File: config.mk
export PLATFORM = sky130hd
export DESIGN_NAME = tp_video_source_flat
export DESIGN_NICKNAME = d
export VERILOG_FILES = /design/src/rtl/tp_video_source_if.sv /design/src/rtl/tp_video_source.sv /design/src/flat_wrapper.sv
export SDC_FILE = /design/constraint.sdc
export NUM_CORES = 1
export LEC_CHECK = 0
export BUFFER_PORTS_ARGS = -buffer_cell sky130_fd_sc_hd__buf_2
export CELL_PAD_IN_SITES_DETAIL_PLACEMENT = 1
export CELL_PAD_IN_SITES_GLOBAL_PLACEMENT = 2
export CORE_AREA = 5 5 97 99
export DETAILED_ROUTE_END_ITERATION = 10
export DIE_AREA = 0 0 102 104
export PLACE_DENSITY_LB_ADDON = 0.1
export REMOVE_ABC_BUFFERS = 1
export SLEW_MARGIN = 10
export SYNTH_ARGS = -nofsm -noshare
export SYNTH_HDL_FRONTEND = slang
export SYNTH_SLANG_ARGS = --single-unit
File: constraint.sdc
create_clock -name sig_clock -period 8.4 [get_ports sig_clock]
set_clock_uncertainty 0.05 [all_clocks]
set_input_delay 0.84 -clock sig_clock [delete_from_list [all_inputs] [get_ports sig_clock]]
set_output_delay 0.84 -clock sig_clock [all_outputs]
set_load 0.05 [all_outputs]
File: src/rtl/tp_video_source_if.sv
// Camera-style video bus: frame-valid, line-valid and pixel data.
// The master drives all three; the slave consumes them.
interface tp_video_source_if #(
    parameter int unsigned DATA_W = 12
);
    logic              oFValid;
    logic              oLValid;
    logic [DATA_W-1:0] odata;

    modport master (
        output oFValid,
        output oLValid,
        output odata
    );

    modport slave (
        input oFValid,
        input oLValid,
        input odata
    );
endinterface

File: src/rtl/tp_video_source.sv
// Test-pattern video source: programmable frame timing with blanking and four
// selectable pixel patterns, driven onto the master end of the video bus.
module tp_video_source #(
    parameter int unsigned       DATA_W    = 12,
    parameter int unsigned       H_ACTIVE  = 640,
    parameter int unsigned       H_BLANK   = 16,
    parameter int unsigned       V_ACTIVE  = 480,
    parameter int unsigned       FV_LEAD   = 4,
    parameter int unsigned       FV_TRAIL  = 4,
    parameter int unsigned       V_BLANK   = 32,
    parameter logic [DATA_W-1:0] CONST_VAL = 'h800
) (
    input  logic               sig_clock,
    input  logic               sig_reset,
    input  logic               sig_en_i,
    input  logic [1:0]         pat_sel,
    output logic               sig_en_o,
    output logic [15:0]        frame_cnt,
    tp_video_source_if.master  vid
);

    localparam int unsigned Max1   = (H_ACTIVE > H_BLANK) ? H_ACTIVE : H_BLANK;
    localparam int unsigned Max2   = (FV_LEAD > FV_TRAIL) ? FV_LEAD : FV_TRAIL;
    localparam int unsigned Max3   = (Max1 > Max2) ? Max1 : Max2;
    localparam int unsigned MaxLen = (Max3 > V_BLANK) ? Max3 : V_BLANK;
    localparam int unsigned CntW   = $clog2(MaxLen + 1);
    localparam int unsigned RowW   = $clog2(V_ACTIVE + 1);

    typedef enum logic [2:0] {
        StIdle,
        StLead,
        StLine,
        StHblank,
        StTrail,
        StVblank
    } state_e;

    state_e            state_q, state_d;
    logic [CntW-1:0]   cnt_q, cnt_d;
    logic [RowW-1:0]   row_q, row_d;
    logic [1:0]        pat_q, pat_d;
    logic [15:0]       frame_cnt_q, frame_cnt_d;
    logic              fvalid_d, lvalid_d, busy_d;
    logic [DATA_W-1:0] data_d;

    function automatic logic [DATA_W-1:0] pixel(input logic [1:0] pat,
                                                input logic [CntW-1:0] col,
                                                input logic [RowW-1:0] row);
        logic [31:0] c;
        logic [31:0] r;
        c = 32'(col);
        r = 32'(row);
        case (pat)
            2'd0:    pixel = DATA_W'(c);
            2'd1:    pixel = DATA_W'(c + r);
            2'd2:    pixel = (c[3] ^ r[3]) ? '1 : '0;
            default: pixel = CONST_VAL;
        endcase
    endfunction

    always_comb begin
        state_d     = state_q;
        cnt_d       = (state_q == StIdle) ? '0 : cnt_q + CntW'(1);
        row_d       = row_q;
        pat_d       = pat_q;
        frame_cnt_d = frame_cnt_q;
        unique case (state_q)
            StIdle: begin
                if (sig_en_i) begin
                    state_d = StLead;
                    pat_d   = pat_sel;
                end
            end
            StLead: begin
                if (cnt_q == CntW'(FV_LEAD - 1)) begin
                    state_d = StLine;
                    cnt_d   = '0;
                    row_d   = '0;
                end
            end
            StLine: begin
                if (cnt_q == CntW'(H_ACTIVE - 1)) begin
                    state_d = (row_q == RowW'(V_ACTIVE - 1)) ? StTrail : StHblank;
                    cnt_d   = '0;
                end
            end
            StHblank: begin
                if (cnt_q == CntW'(H_BLANK - 1)) begin
                    state_d = StLine;
                    cnt_d   = '0;
                    row_d   = row_q + RowW'(1);
                end
            end
            StTrail: begin
                if (cnt_q == CntW'(FV_TRAIL - 1)) begin
                    state_d     = StVblank;
                    cnt_d       = '0;
                    frame_cnt_d = frame_cnt_q + 16'd1;
                end
            end
            StVblank: begin
                if (cnt_q == CntW'(V_BLANK - 1)) begin
                    cnt_d = '0;
                    if (sig_en_i) begin
                        state_d = StLead;
                        pat_d   = pat_sel;
                    end else begin
                        state_d = StIdle;
                    end
                end
            end
            default: state_d = StIdle;
        endcase

        // Outputs are computed from the next state so the bus pins come straight off flops.
        fvalid_d = (state_d != StIdle) && (state_d != StVblank);
        lvalid_d = (state_d == StLine);
        busy_d   = (state_d != StIdle);
        data_d   = lvalid_d ? pixel(pat_d, cnt_d, row_d) : '0;
    end

    always_ff @(posedge sig_clock or posedge sig_reset) begin
        if (sig_reset) begin
            state_q     <= StIdle;
            cnt_q       <= '0;
            row_q       <= '0;
            pat_q       <= '0;
            frame_cnt_q <= '0;
            sig_en_o    <= 1'b0;
            vid.oFValid <= 1'b0;
            vid.oLValid <= 1'b0;
            vid.odata   <= '0;
        end else begin
            state_q     <= state_d;
            cnt_q       <= cnt_d;
            row_q       <= row_d;
            pat_q       <= pat_d;
            frame_cnt_q <= frame_cnt_d;
            sig_en_o    <= busy_d;
            vid.oFValid <= fvalid_d;
            vid.oLValid <= lvalid_d;
            vid.odata   <= data_d;
        end
    end

    assign frame_cnt = frame_cnt_q;

endmodule

File: src/flat_wrapper.sv
// flat-port wrapper written by rule: the top's interface ports become plain ports
module tp_video_source_flat 
#(
    parameter int unsigned       DATA_W    = 12,
    parameter int unsigned       H_ACTIVE  = 640,
    parameter int unsigned       H_BLANK   = 16,
    parameter int unsigned       V_ACTIVE  = 480,
    parameter int unsigned       FV_LEAD   = 4,
    parameter int unsigned       FV_TRAIL  = 4,
    parameter int unsigned       V_BLANK   = 32,
    parameter logic [DATA_W-1:0] CONST_VAL = 'h800
)
  (sig_clock, sig_reset, sig_en_i, pat_sel, sig_en_o, frame_cnt, vid_oFValid, vid_oLValid, vid_odata);
  tp_video_source_if #(.DATA_W(DATA_W)) vid_i ();
  input  logic sig_clock;
  input  logic sig_reset;
  input  logic sig_en_i;
  input  logic [1:0] pat_sel;
  output logic sig_en_o;
  output logic [15:0] frame_cnt;
  output wire logic [$bits(vid_i.oFValid)-1:0] vid_oFValid;
  output wire logic [$bits(vid_i.oLValid)-1:0] vid_oLValid;
  output wire logic [$bits(vid_i.odata)-1:0] vid_odata;
  assign vid_oFValid = vid_i.oFValid;
  assign vid_oLValid = vid_i.oLValid;
  assign vid_odata = vid_i.odata;
  tp_video_source #(.DATA_W(DATA_W), .H_ACTIVE(H_ACTIVE), .H_BLANK(H_BLANK), .V_ACTIVE(V_ACTIVE), .FV_LEAD(FV_LEAD), .FV_TRAIL(FV_TRAIL), .V_BLANK(V_BLANK), .CONST_VAL(CONST_VAL)) u_core (.sig_clock(sig_clock), .sig_reset(sig_reset), .sig_en_i(sig_en_i), .pat_sel(pat_sel), .sig_en_o(sig_en_o), .frame_cnt(frame_cnt), .vid(vid_i));
endmodule
==> results of run 1 <==
==> final cells by class <==
type                       count  area share
sequential                    55       0.377
tap                          108      0.0370
timing repair buffer          36      0.0500
clock buffer                   5      0.0188
inverter                      13      0.0147
multi-input combinational    252       0.495
clock inverter                 3     0.00754
==> metrics by stage <==
stage	utilization	hold slack, ns	std cells	cell area, um^2	setup WS [ns]
after CTS	0.431	0.447	472	3650	4.08
after detailed placement	0.420	0.428	464	3560	4.18
final	0.431	0.433	472	3650	4.08
after global placement	0.420	0.406	464	3560	4.34
after global routing	0.431	0.466	472	3650	3.66
after floorplan	-	0.432	320	3240	4.77
==> routing by layer <==
layer / part of all wire / track usage
met1: 0.48 / 0.239
met2: 0.48 / 0.288
met3: 0.026 / 0.0248
met4: 0.018 / 0.0412
met5: 0 / 0
==> path summary, 6_finish.rpt <==
| path | from | endpoint | slack, ns |
|---|---|---|---|
| max | u_core.cnt_q[0] | u_core.vid.odata[8] | 4.08 |
| min | u_core.frame_cnt[15] | u_core.frame_cnt[15] | 0.43 |
| max reg2reg | u_core.cnt_q[0] | u_core.vid.odata[8] | 4.08 |
| min reg2reg | u_core.frame_cnt[15] | u_core.frame_cnt[15] | 0.43 |
| max in group asynchronous | sig_reset | u_core.vid.odata[7] | 7.15 |
| min in group asynchronous | sig_reset | u_core.frame_cnt[2] | 0.67 |
==> cells by family after synthesis <==
group	count (synthesis)	share of synthesized area
AO/OA/AOI/OAI	92	0.204
adder cells (fa/ha/maj)	13	0.0508
buffers and inverters	24	0.0493
AND/OR/NAND/NOR	117	0.206
multiplexers	2	0.00635
flip-flops	55	0.411
XOR/XNOR	28	0.0732
==> registers in the layout, indices dropped and copies added, names as in the netlist <==
signal	cells
u_core.vid.oFValid	1
u_core.pat_q	2
u_core.vid.oLValid	1
u_core.vid.odata	12
u_core.frame_cnt	16
u_core.sig_en_o	1
u_core.cnt_q	10
u_core.row_q	9
u_core.state_q	3
==> synthesized netlist by cell type (4+ instances only) <==
master and n:
dfrtp_1 55, nand2_1 23, nor2_1 23, o21ai_0 22
a21oi_1 16, xnor2_1 15, xor2_1 13, ha_1 12
inv_1 11, nand3_1 10, nand4_1 10, a31oi_1 7
and2_1 5, and3_1 5, nor3_1 5, o311a_1 5
a21o_1 4, and4_1 4
==> critical path: cells and delay by family (launching register included) <==
family | cells | cell delay [ns]
flops | 1 | 0.43
mux | 1 | 0.26
fa+ha+maj | 3 | 0.99
compound gates | 8 | 1.58
simple gates | 3 | 0.87
==> report_power, final <==
part	switching, W	leakage [nW]	internal [W]	total, W
Combinational	0.00000748	0.934	0.00000128	0.00000876
Sequential	0	0.708	0.000265	0.000265
Clock	0.000100	0.0463	0.0000616	0.000162
==> cell usage in the layout (no fill, tap or decap), types with 3 or more instances in the layout <==
cell / count
nand2b_1: 3
nor2_1: 23
nor3_1: 5
o21ai_0: 22
inv_1: 10
and2_1: 5
buf_2: 35
clkbuf_8: 5
o311a_1: 5
xor2_1: 13
a211oi_1: 3
xnor2_1: 15
o21a_1: 3
ha_1: 12
a21o_1: 4
or3_1: 3
nand2_1: 23
nand4_1: 10
nor2b_1: 3
nor4_1: 3
dfrtp_1: 55
and4_1: 4
a31oi_1: 7
and3_1: 5
nand3_1: 10
a21oi_1: 16
==> results by group, run 1 <==
Yosys
  – Synth Cell Area: 3350 um^2
  – Average footprint of a synthesized cell: 10.1 um^2
  – Primary flip-flop cell chosen by synthesis mapping: dfrtp_1
  – Register area share after synthesis: 0.411
  – Number of distinct standard cells referenced by the synthesized netlist: 77
  – Post-synthesis register bit count: 55
  – Proportion of netlist area held by the largest area contributor: 0.411
  – Number of flops mapped to enable cells by yosys: 0
  – Gate count of the mapped netlist: 331
  – Proportion of synthesized flip-flops having asynchronous set or reset: 1.00
  – Dominant cells by area after synthesis: dfrtp_1 41%, ha_1 4.5%, xnor2_1 3.9%
  – Dominant cell type by area after synthesis: dfrtp_1
  – Syn. warnings: 0

STA
  – Setup TNS: 0 ns
  – Max-slew violation total from the final report: 0
  – Hold Fails Final Rpt: 0
  – Total setup violations reported at the end of the flow: 0
  – Transition time at the pin with the least slew margin: 1.02 ns
  – Min Clock Period, post-route: 4.32 ns
  – Maximum clock frequency: 231 MHz
  – Period utilisation layout: 0.514
  – Slew Limit Headroom: 0.315
  – Setup repair after global routing missed its margin: no

Critical path
  – Slowest Stage Delay on Critical Path: 0.46 ns
  – Library cell appearing most often on the critical path: o21ai_0
  – Series of cell instances along the critical path: ha_1 > nor3b_4 > a31oi_1 > nand2b_1 > o21bai_1 > nand2_1 > o21ai_0 > ha_1 > fa_1 > a21o_1 > a21oi_1 > o21ai_0 > o21ai_0 > mux2i_1 > a211oi_2
  – Highest fanout seen on the critical path: 11
  – Launching element type of the critical path: flip-flop
  – Worst path slowest cell: nor3b_4
  – CP endpoint kind: flip-flop
  – Data arrival time of the critical path: 4.47 ns
  – Crit path kind: reg -> reg
  – Required time worst endpoint: 8.55 ns
  – Logic depth of the worst register-to-register path: 15

Global route
  – Via count of the first global-routing pass: 2774
  – Sum of overflow across all layers after global routing: 0
  – Number of antenna violations at the first check in global routing: 0
  – First-pass GRT wire length: 14.7 mm
  – Overall Global Routing Usage: 0.174
  – Pin count of the biggest net entering global routing: 56

Clocking
  – Clock tree from TritonCTS: yes
  – Hold buffer count at cts: 0
  – Count of cells resized by post-cts repair: 0
  – CTS clock-pin slew for the worst setup and hold paths: 0.11 ns
  – Buffer depth of the longest clock path: 2
  – Clock sinks: 55
  – Post-CTS Repair Setup Buffers: 0
  – CTS H-tree depth: 2
  – Clock latency at the later pin of the worst-skew pair: 0.32 ns
  – Clock buffer count from CTS: 5
  – CTS root buffer: clkbuf_8

Layout
  – Reg area: 1380 um^2
  – Synthesis-to-finish area growth: 9.04%
  – Multi-input combinational cell area: 1810 um^2
  – Number of filler cells placed in the layout: 975
  – Layout net count: 381
  – Final antenna diode count: 0
  – Share of post-route cells with drive strength above 1: 0.203

Floorplanning
  – Die Outline Area: 10600 um^2
  – Placeable core area: 8470 um^2
  – Chip Height: 104 um
  – Std-Cell Rows: 34
  – Horizontal extent of the die: 102 um
  – Starting density of the core: 0.396
  – I/O pin count: 36

Drt
  – Remaining routing DRC violations: 0
  – Average wire per cell in the routed design: 19.1 um
  – Iteration-0 DRC count of the detailed router: 132
  – Total length of routed wires: 9.04 mm
  – Router iterations before antenna repair: 4
  – Via-to-Cell Ratio: 5.70
  – Via count: 2690
  – DRT antenna net count: 0

Job
  – Max_cap viols: 0

Power and ir drop
  – Worst voltage drop across the vdd grid: 0.0629 mV
  – Leakage power total: 1.69 nW
  – Total power divided by cell area: 119 nW/um^2
  – Tot Pwr: 0.000435 W

Place
  – Placed wire-length estimate after detailed placement: 6.79 mm
  – Count of buffers inserted at the top-level ports: 35
  – Global placement routability congestion: 0.779

Outcome
  – Result of the run: completed

Min path
  – Number of instances on the worst hold path: 1
  – Tightest Hold Check Type: reg -> reg
Power figures use the tool's default switching activity.
==> run 2: changes to the inputs <==
--- a/config.mk
+++ b/config.mk
@@ -8,9 +8,9 @@
 export BUFFER_PORTS_ARGS = -buffer_cell sky130_fd_sc_hd__buf_2
 export CELL_PAD_IN_SITES_DETAIL_PLACEMENT = 1
 export CELL_PAD_IN_SITES_GLOBAL_PLACEMENT = 2
-export CORE_AREA = 5 5 97 99
+export CORE_AREA = 5 5 106 108
 export DETAILED_ROUTE_END_ITERATION = 10
-export DIE_AREA = 0 0 102 104
+export DIE_AREA = 0 0 111 113
 export PLACE_DENSITY_LB_ADDON = 0.1
 export REMOVE_ABC_BUFFERS = 1
 export SLEW_MARGIN = 10
==> constraint.sdc (replaced) <==
create_clock -name sig_clock -period 3.5 [get_ports sig_clock]
set_clock_uncertainty 0.05 [all_clocks]
set_input_delay 0.35 -clock sig_clock [delete_from_list [all_inputs] [get_ports sig_clock]]
set_output_delay 0.35 -clock sig_clock [all_outputs]
set_load 0.05 [all_outputs]
==> run 2 against run 1 <==
Global-route usage shrank 0.49 points. Sequential power grew 140%. Die area grew 18%. Non-clock buffer count grew 72. Critical path type unchanged. Maximum frequency grew 29%.
==> results by group, run 2 (synthesis gave the netlist of run 1 again) <==
Outcome
  – Result of the run: completed

Power and ir drop
  – Leakage power total: 2.05 nW (+22%)
  – Worst voltage drop across the vdd grid: 0.134 mV (+110%)
  – Total power divided by cell area: 241 nW/um^2 (+100%)

Layout
  – Synthesis-to-finish area growth: 30.0%
  – Flip-flop count of the largest register, all copies and words added: 16 (unchanged)
  – Final antenna diode count: 0 (unchanged)
  – Commonest non-fill, non-tap cells in the layout: 71 x buf_4, 55 x dfrtp_1, 35 x buf_2, 23 x nand2_1, 21 x nor2_1
  – Post-Route Utilization: 0.429 (-0.00208)
  – Share of post-route cells with drive strength above 1: 0.385 (+0.182)
  – Most common cell after layout, fill and taps aside: buf_4
  – Layout net count: 453 (+19%)
  – Finished Cell Area: 4350 um^2 (+19%)

Clocking
  – Clock sinks: 55 (unchanged)
  – Clock latency at the later pin of the worst-skew pair: 0.33 ns (about the same)
  – Clock tree from TritonCTS: yes
  – Buffer depth of the longest clock path: 2 (unchanged)
  – Clock buffer count from CTS: 5 (unchanged)
  – CTS clock-pin slew for the worst setup and hold paths: 0.11 ns (about the same)
  – CTS root buffer: clkbuf_8
  – CTS H-tree depth: 2 (unchanged)

Floorplanning
  – Chip Height: 113 um (+8.7%)
  – I/O pin count: 36 (unchanged)
  – Horizontal extent of the die: 111 um (+8.8%)
  – Std-Cell Rows: 37 (+8.8%)
  – Die Outline Area: 12500 um^2 (+18%)
  – Starting density of the core: 0.330 (-0.0653)
  – Placeable core area: 10100 um^2 (+20%)

STA
  – Maximum clock frequency: 298 MHz (+29%)
  – Slew Limit Headroom: 0.572 (+0.257)
  – Final hold slack: 0.356 ns (-0.0766 ns)
  – Total setup violations reported at the end of the flow: 0 (unchanged)
  – Min setup slack post-route: 0.149 ns (-3.93 ns)
  – Period utilisation layout: 0.957 (+0.443)
  – Max-slew violation total from the final report: 0 (unchanged)
  – Min Clock Period, post-route: 3.35 ns (-0.971 ns)
  – Hold Fails Final Rpt: 0 (unchanged)
  – Transition time at the pin with the least slew margin: 0.633 ns (-0.387 ns)
  – Setup TNS: 0 ns (unchanged)
  – Setup repair after global routing missed its margin: yes

Critical path
  – Critical R2R Launch: u_core.cnt_q[0]
  – First element of the critical path: u_core.cnt_q[0]
  – Setup slack of the worst register-to-register path: 0.15 ns (-3.93 ns)
  – Required time worst endpoint: 3.68 ns (-4.87 ns)
  – Terminus of the critical flop-to-flop path: u_core.vid.odata[4]
  – Logic depth of the worst register-to-register path: 17 (+2)
  – Launching element type of the critical path: flip-flop
  – Crit path kind: reg -> reg
  – CP Capture Point: u_core.vid.odata[4]
  – Highest fanout seen on the critical path: 8 (-3)
  – CP endpoint kind: flip-flop
  – Data arrival time of the critical path: 3.53 ns (-0.94 ns)

Place
  – Cell Area, Placed: 3980 um^2 (+12%)
  – Count of buffers inserted at the top-level ports: 35 (unchanged)
  – Pre-CTS setup slack: -0.192 ns (-4.37 ns)
  – Global placement routability congestion: 0.805 (+3.4%)
  – Placed wire-length estimate after detailed placement: 7.73 mm (+14%)

Global route
  – Via count of the first global-routing pass: 3134 (+13%)
  – First-pass GRT wire length: 16.8 mm (+14%)
  – Number of antenna violations at the first check in global routing: 0 (unchanged)
  – Overall Global Routing Usage: 0.169 (-0.00494)
  – Sum of overflow across all layers after global routing: 0 (unchanged)
  – Pin count of the biggest net entering global routing: 36 (-36%)

Min path
  – Launch point of the worst hold path: pat_sel[1]
  – Tightest Hold Check Type: in -> reg

Drt
  – Router iterations before antenna repair: 4 (unchanged)
  – Total length of routed wires: 10.3 mm (+14%)
  – Via count: 2953 (+9.8%)
  – Average wire per cell in the routed design: 18.0 um (-5.8%)
  – Remaining routing DRC violations: 0 (unchanged)
  – Via-to-Cell Ratio: 5.16 (-9.4%)
  – Iteration-0 DRC count of the detailed router: 105 (-20%)
  – DRT antenna net count: 0 (unchanged)

Job
  – Max_cap viols: 0 (unchanged)
==> run 2: stage by stage <==
step                power (W)  std cells
detailed placement   0.000670        544
global route          0.00109        572
global placement     0.000669        544
floorplan            0.000658        320
finish                0.00105        572
CTS                   0.00107        563
==> run 2: timing repair <==
item | in CTS | in global routing
resized for setup | 9 | 28
pin swaps | 1 | 15
setup buffers | 10 | 9
setup endpoints to repair | 7 | 7
hold endpoints to repair | 19 | 0
hold buffers | 1 | 0
==> run 2: power by group <==
part,switching [W],total (W),internal (W)
logic,0.0000175,0.0000213,0.00000378
clock network,0.000244,0.000392,0.000148
registers,0,0.000635,0.000635
==> run 2: layout make-up <==
cell class                 instances  area (um^2)
inverter                          13         53.8
clock inverter                     3         27.5
tap                              136          170
clock buffer                       5         68.8
sequential                        55         1380
multi-input combinational        252         1930
timing repair buffer             108          729
fill                            1179         5790
==> run 2: how the worst min path moves through the flow <==
stage | cells past startpoint | end | slack [ns]
after floorplan | 1 | u_core.row_q[4] | 0.43
after global placement | 2 | u_core.frame_cnt[0] | 0.35
after detailed placement | 2 | u_core.frame_cnt[0] | 0.35
after CTS | 4 | u_core.vid.odata[7] | 0.36
after global routing | 4 | u_core.vid.odata[7] | 0.35
final | 4 | u_core.vid.odata[7] | 0.36
==> run 2: routing by layer <==
| layer | up-vias | global-route usage | share of wire |
|---|---|---|---|
| met5 | - | 0 | 0 |
| met4 | 0 | 0.0427 | 0.013 |
| met3 | 7 | 0.0251 | 0.032 |
| met2 | 40 | 0.307 | 0.52 |
| met1 | 1466 | 0.212 | 0.43 |
| li1 | 1440 | - | - |
==> run 2: worst max-delay path: stages, from the launching register on <==
cell,delay (ns)
dfrtp_1,0.38
ha_2,0.18
nor3b_4,0.18
buf_6,0.16
a31oi_2,0.12
nand2b_4,0.17
buf_4,0.16
o21ai_0,0.16
o31ai_1,0.09
buf_4,0.15
ha_1,0.30
buf_4,0.15
a21o_1,0.16
a21oi_2,0.16
buf_4,0.14
xnor2_2,0.12
a21oi_1,0.10
a2111oi_2,0.32
==> run 3: changes to the inputs <==
--- a/config.mk
+++ b/config.mk
@@ -8,9 +8,9 @@
 export BUFFER_PORTS_ARGS = -buffer_cell sky130_fd_sc_hd__buf_2
 export CELL_PAD_IN_SITES_DETAIL_PLACEMENT = 1
 export CELL_PAD_IN_SITES_GLOBAL_PLACEMENT = 2
-export CORE_AREA = 5 5 106 108
+export CORE_AREA = 3 3 104 106
 export DETAILED_ROUTE_END_ITERATION = 10
-export DIE_AREA = 0 0 111 113
+export DIE_AREA = 0 0 107 109
 export PLACE_DENSITY_LB_ADDON = 0.1
 export REMOVE_ABC_BUFFERS = 1
 export SLEW_MARGIN = 10
==> run 3 against run 2 <==
The flow now finishes with violations (negative hold slack). Sequential power barely moved. Final cell count shrank 2.4%. Critical path depth unchanged. Design area decreased by 1.4%. Sequential share of layout area is 0.45 points higher. Critical path type unchanged. Largest power group unchanged.
==> results by group, run 3 (synthesis gave the netlist of run 1 again) <==
STA
  – Maximum clock frequency: 290 MHz (-2.8%)
  – Period utilisation layout: 0.985 (+0.0276)
  – Setup repair after global routing missed its margin: yes
  – Max-slew violation total from the final report: 0 (unchanged)
  – Slew Limit Headroom: 0.622 (+0.0501)
  – Final hold slack: -0.0250 ns (-0.381 ns)
  – Transition time at the pin with the least slew margin: 0.559 ns (-0.0742 ns)
  – Hold Fails Final Rpt: 20 (+20)
  – Total setup violations reported at the end of the flow: 0 (unchanged)
  – Min Clock Period, post-route: 3.45 ns (+0.0965 ns)
  – Setup TNS: 0 ns (unchanged)

Layout
  – Layout net count: 442 (-2.4%)
  – Post-Route Utilization: 0.435 (+0.00571)
  – Most common cell after layout, fill and taps aside: buf_4
  – Synthesis-to-finish area growth: 28.1%
  – Number of filler cells placed in the layout: 1142 (-3.1%)
  – Share of post-route cells with drive strength above 1: 0.369 (-0.0159)
  – Final antenna diode count: 0 (unchanged)
  – Commonest non-fill, non-tap cells in the layout: 60 x buf_4, 55 x dfrtp_1, 35 x buf_2, 22 x nand2_1, 22 x nor2_1
  – Flip-flop count of the largest register, all copies and words added: 16 (unchanged)

Clocking
  – Clock buffer count from CTS: 5 (unchanged)
  – Buffer depth of the longest clock path: 2 (unchanged)
  – Clock sinks: 55 (unchanged)
  – Clock latency at the later pin of the worst-skew pair: 0.32 ns (about the same)
  – CTS clock-pin slew for the worst setup and hold paths: 0.11 ns (about the same)
  – Clock tree from TritonCTS: yes
  – CTS H-tree depth: 2 (unchanged)
  – CTS root buffer: clkbuf_8

Floorplanning
  – Std-Cell Rows: 36 (-2.7%)
  – Chip Height: 109 um (-3.5%)
  – I/O pin count: 36 (unchanged)
  – Horizontal extent of the die: 107 um (-3.6%)
  – Starting density of the core: 0.340 (+0.00918)
  – Placeable core area: 9860 um^2 (-2.7%)
  – Die Outline Area: 11700 um^2 (-7.0%)

Drt
  – Router iterations before antenna repair: 4 (unchanged)
  – Via-to-Cell Ratio: 5.27 (+2.1%)
  – Remaining routing DRC violations: 0 (unchanged)
  – Average wire per cell in the routed design: 18.2 um (+0.97%)
  – Iteration-0 DRC count of the detailed router: 89 (-15%)
  – Total length of routed wires: 10.2 mm (-1.5%)
  – Via count: 2940 (-0.44%)
  – DRT antenna net count: 0 (unchanged)

Global route
  – First-pass GRT wire length: 16.2 mm (-3.4%)
  – Sum of overflow across all layers after global routing: 0 (unchanged)
  – Via count of the first global-routing pass: 3034 (-3.2%)
  – Pin count of the biggest net entering global routing: 35 (-2.8%)
  – Number of antenna violations at the first check in global routing: 0 (unchanged)
  – Overall Global Routing Usage: 0.179 (+0.00920)

Min path
  – Tightest Hold Check Type: in -> async

Critical path
  – Terminus of the critical flop-to-flop path: u_core.vid.odata[9]
  – Critical R2R Launch: u_core.cnt_q[1]
  – Launching element type of the critical path: flip-flop
  – Highest fanout seen on the critical path: 7 (-1)
  – Required time worst endpoint: 3.69 ns (about the same)
  – CP endpoint kind: flip-flop
  – Setup slack of the worst register-to-register path: 0.05 ns (-0.10 ns)
  – Crit path kind: reg -> reg
  – Data arrival time of the critical path: 3.64 ns (+0.11 ns)
  – Logic depth of the worst register-to-register path: 17 (unchanged)

Place
  – Count of buffers inserted at the top-level ports: 35 (unchanged)
  – Placed wire-length estimate after detailed placement: 7.62 mm (-1.4%)
  – Global placement routability congestion: 0.798 (-0.98%)

Power and ir drop
  – Leakage power total: 2.05 nW (about the same)
  – Worst voltage drop across the vdd grid: 0.128 mV (-4.7%)
  – Total power divided by cell area: 241 nW/um^2 (about the same)

Outcome
  – Violations in the final reports: negative hold slack
  – Result of the run: finished, violations left

Job
  – Max_cap viols: 0 (unchanged)
run 3: cell types whose count changed in the layout (fill, tap and decap cells not counted), sizes merged:
cell,before,now
dlygate4sd3,1,0
clkinvlp,1,0
buf,107,97
clkinv,1,2
run 3: metal layers:
metal	share of wire	GRT usage	vias to the layer above
met1	0.45	0.231	1476
met5	0	0	-
met2	0.51	0.320	39
met4	0.013	0.0384	0
met3	0.026	0.0237	9
li1	-	-	1416
run 3: final cells by class:
type	instances	area (um^2)	share of cell area
Clock buffer	5	68.8	0.0160
Clock inverter	3	22.5	0.00525
Inverter	13	53.8	0.0125
Multi-Input combinational cell	252	1960	0.456
Sequential cell	55	1380	0.321
Tap cell	133	166	0.0388
Timing Repair Buffer	97	648	0.151
run 3: worst max path at each step:
| stage | to | slack [ns] | startpoint |
|---|---|---|---|
| global route | u_core.vid.odata[7] | -0.11 | u_core.cnt_q[1] |
| detailed placement | u_core.vid.odata[8] | -0.22 | u_core.cnt_q[1] |
| floorplan | u_core.vid.odata[8] | -0.13 | u_core.cnt_q[0] |
| finish | u_core.vid.odata[9] | 0.05 | u_core.cnt_q[1] |
| global placement | u_core.vid.odata[8] | -0.06 | u_core.cnt_q[1] |
| CTS | u_core.vid.odata[8] | 0.005 | u_core.cnt_q[1] |
run 3: where the power goes:
group	switching (W)	internal (W)	leakage [nW]	total (W)
registers	0	0.000635	0.708	0.000635
clock network	0.000234	0.000144	0.0485	0.000378
logic	0.0000173	0.00000305	1.30	0.0000204
run 3: stage by stage:
stage                     setup WS, ns  hold slack, ns  cells  total power, W  area [um^2]
after floorplan                 -0.132           0.432    320        0.000658         3240
after global placement         -0.0642           0.345    536        0.000669         3940
after detailed placement        -0.218           0.365    536        0.000669         3940
after CTS                      0.00458         0.00701    551         0.00105         4150
after global routing            -0.114          0.0181    558         0.00108         4290
final                           0.0525         -0.0250    558         0.00103         4290
run 3: critical path: stages, from the launching register on:
cell and delay, ns:
dfrtp_1 0.39, ha_2 0.19, nor3b_4 0.26, buf_6 0.17
and3_4 0.26, nand2_4 0.07, o21a_1 0.18, o21ai_2 0.14
o41ai_2 0.09, buf_4 0.16, ha_4 0.23, o21a_1 0.17
o21a_1 0.20, buf_4 0.14, a211o_1 0.24, o211ai_1 0.13
nand3_1 0.11, a31oi_1 0.18
run 3: what timing repair did:
action	4_1_cts	5_1_grt
gates resized for setup	21	19
setup buffers	7	7
hold buffers	0	0
pin swaps	8	15
endpoints found under the hold margin	0	0
endpoints found under the setup margin	6	7
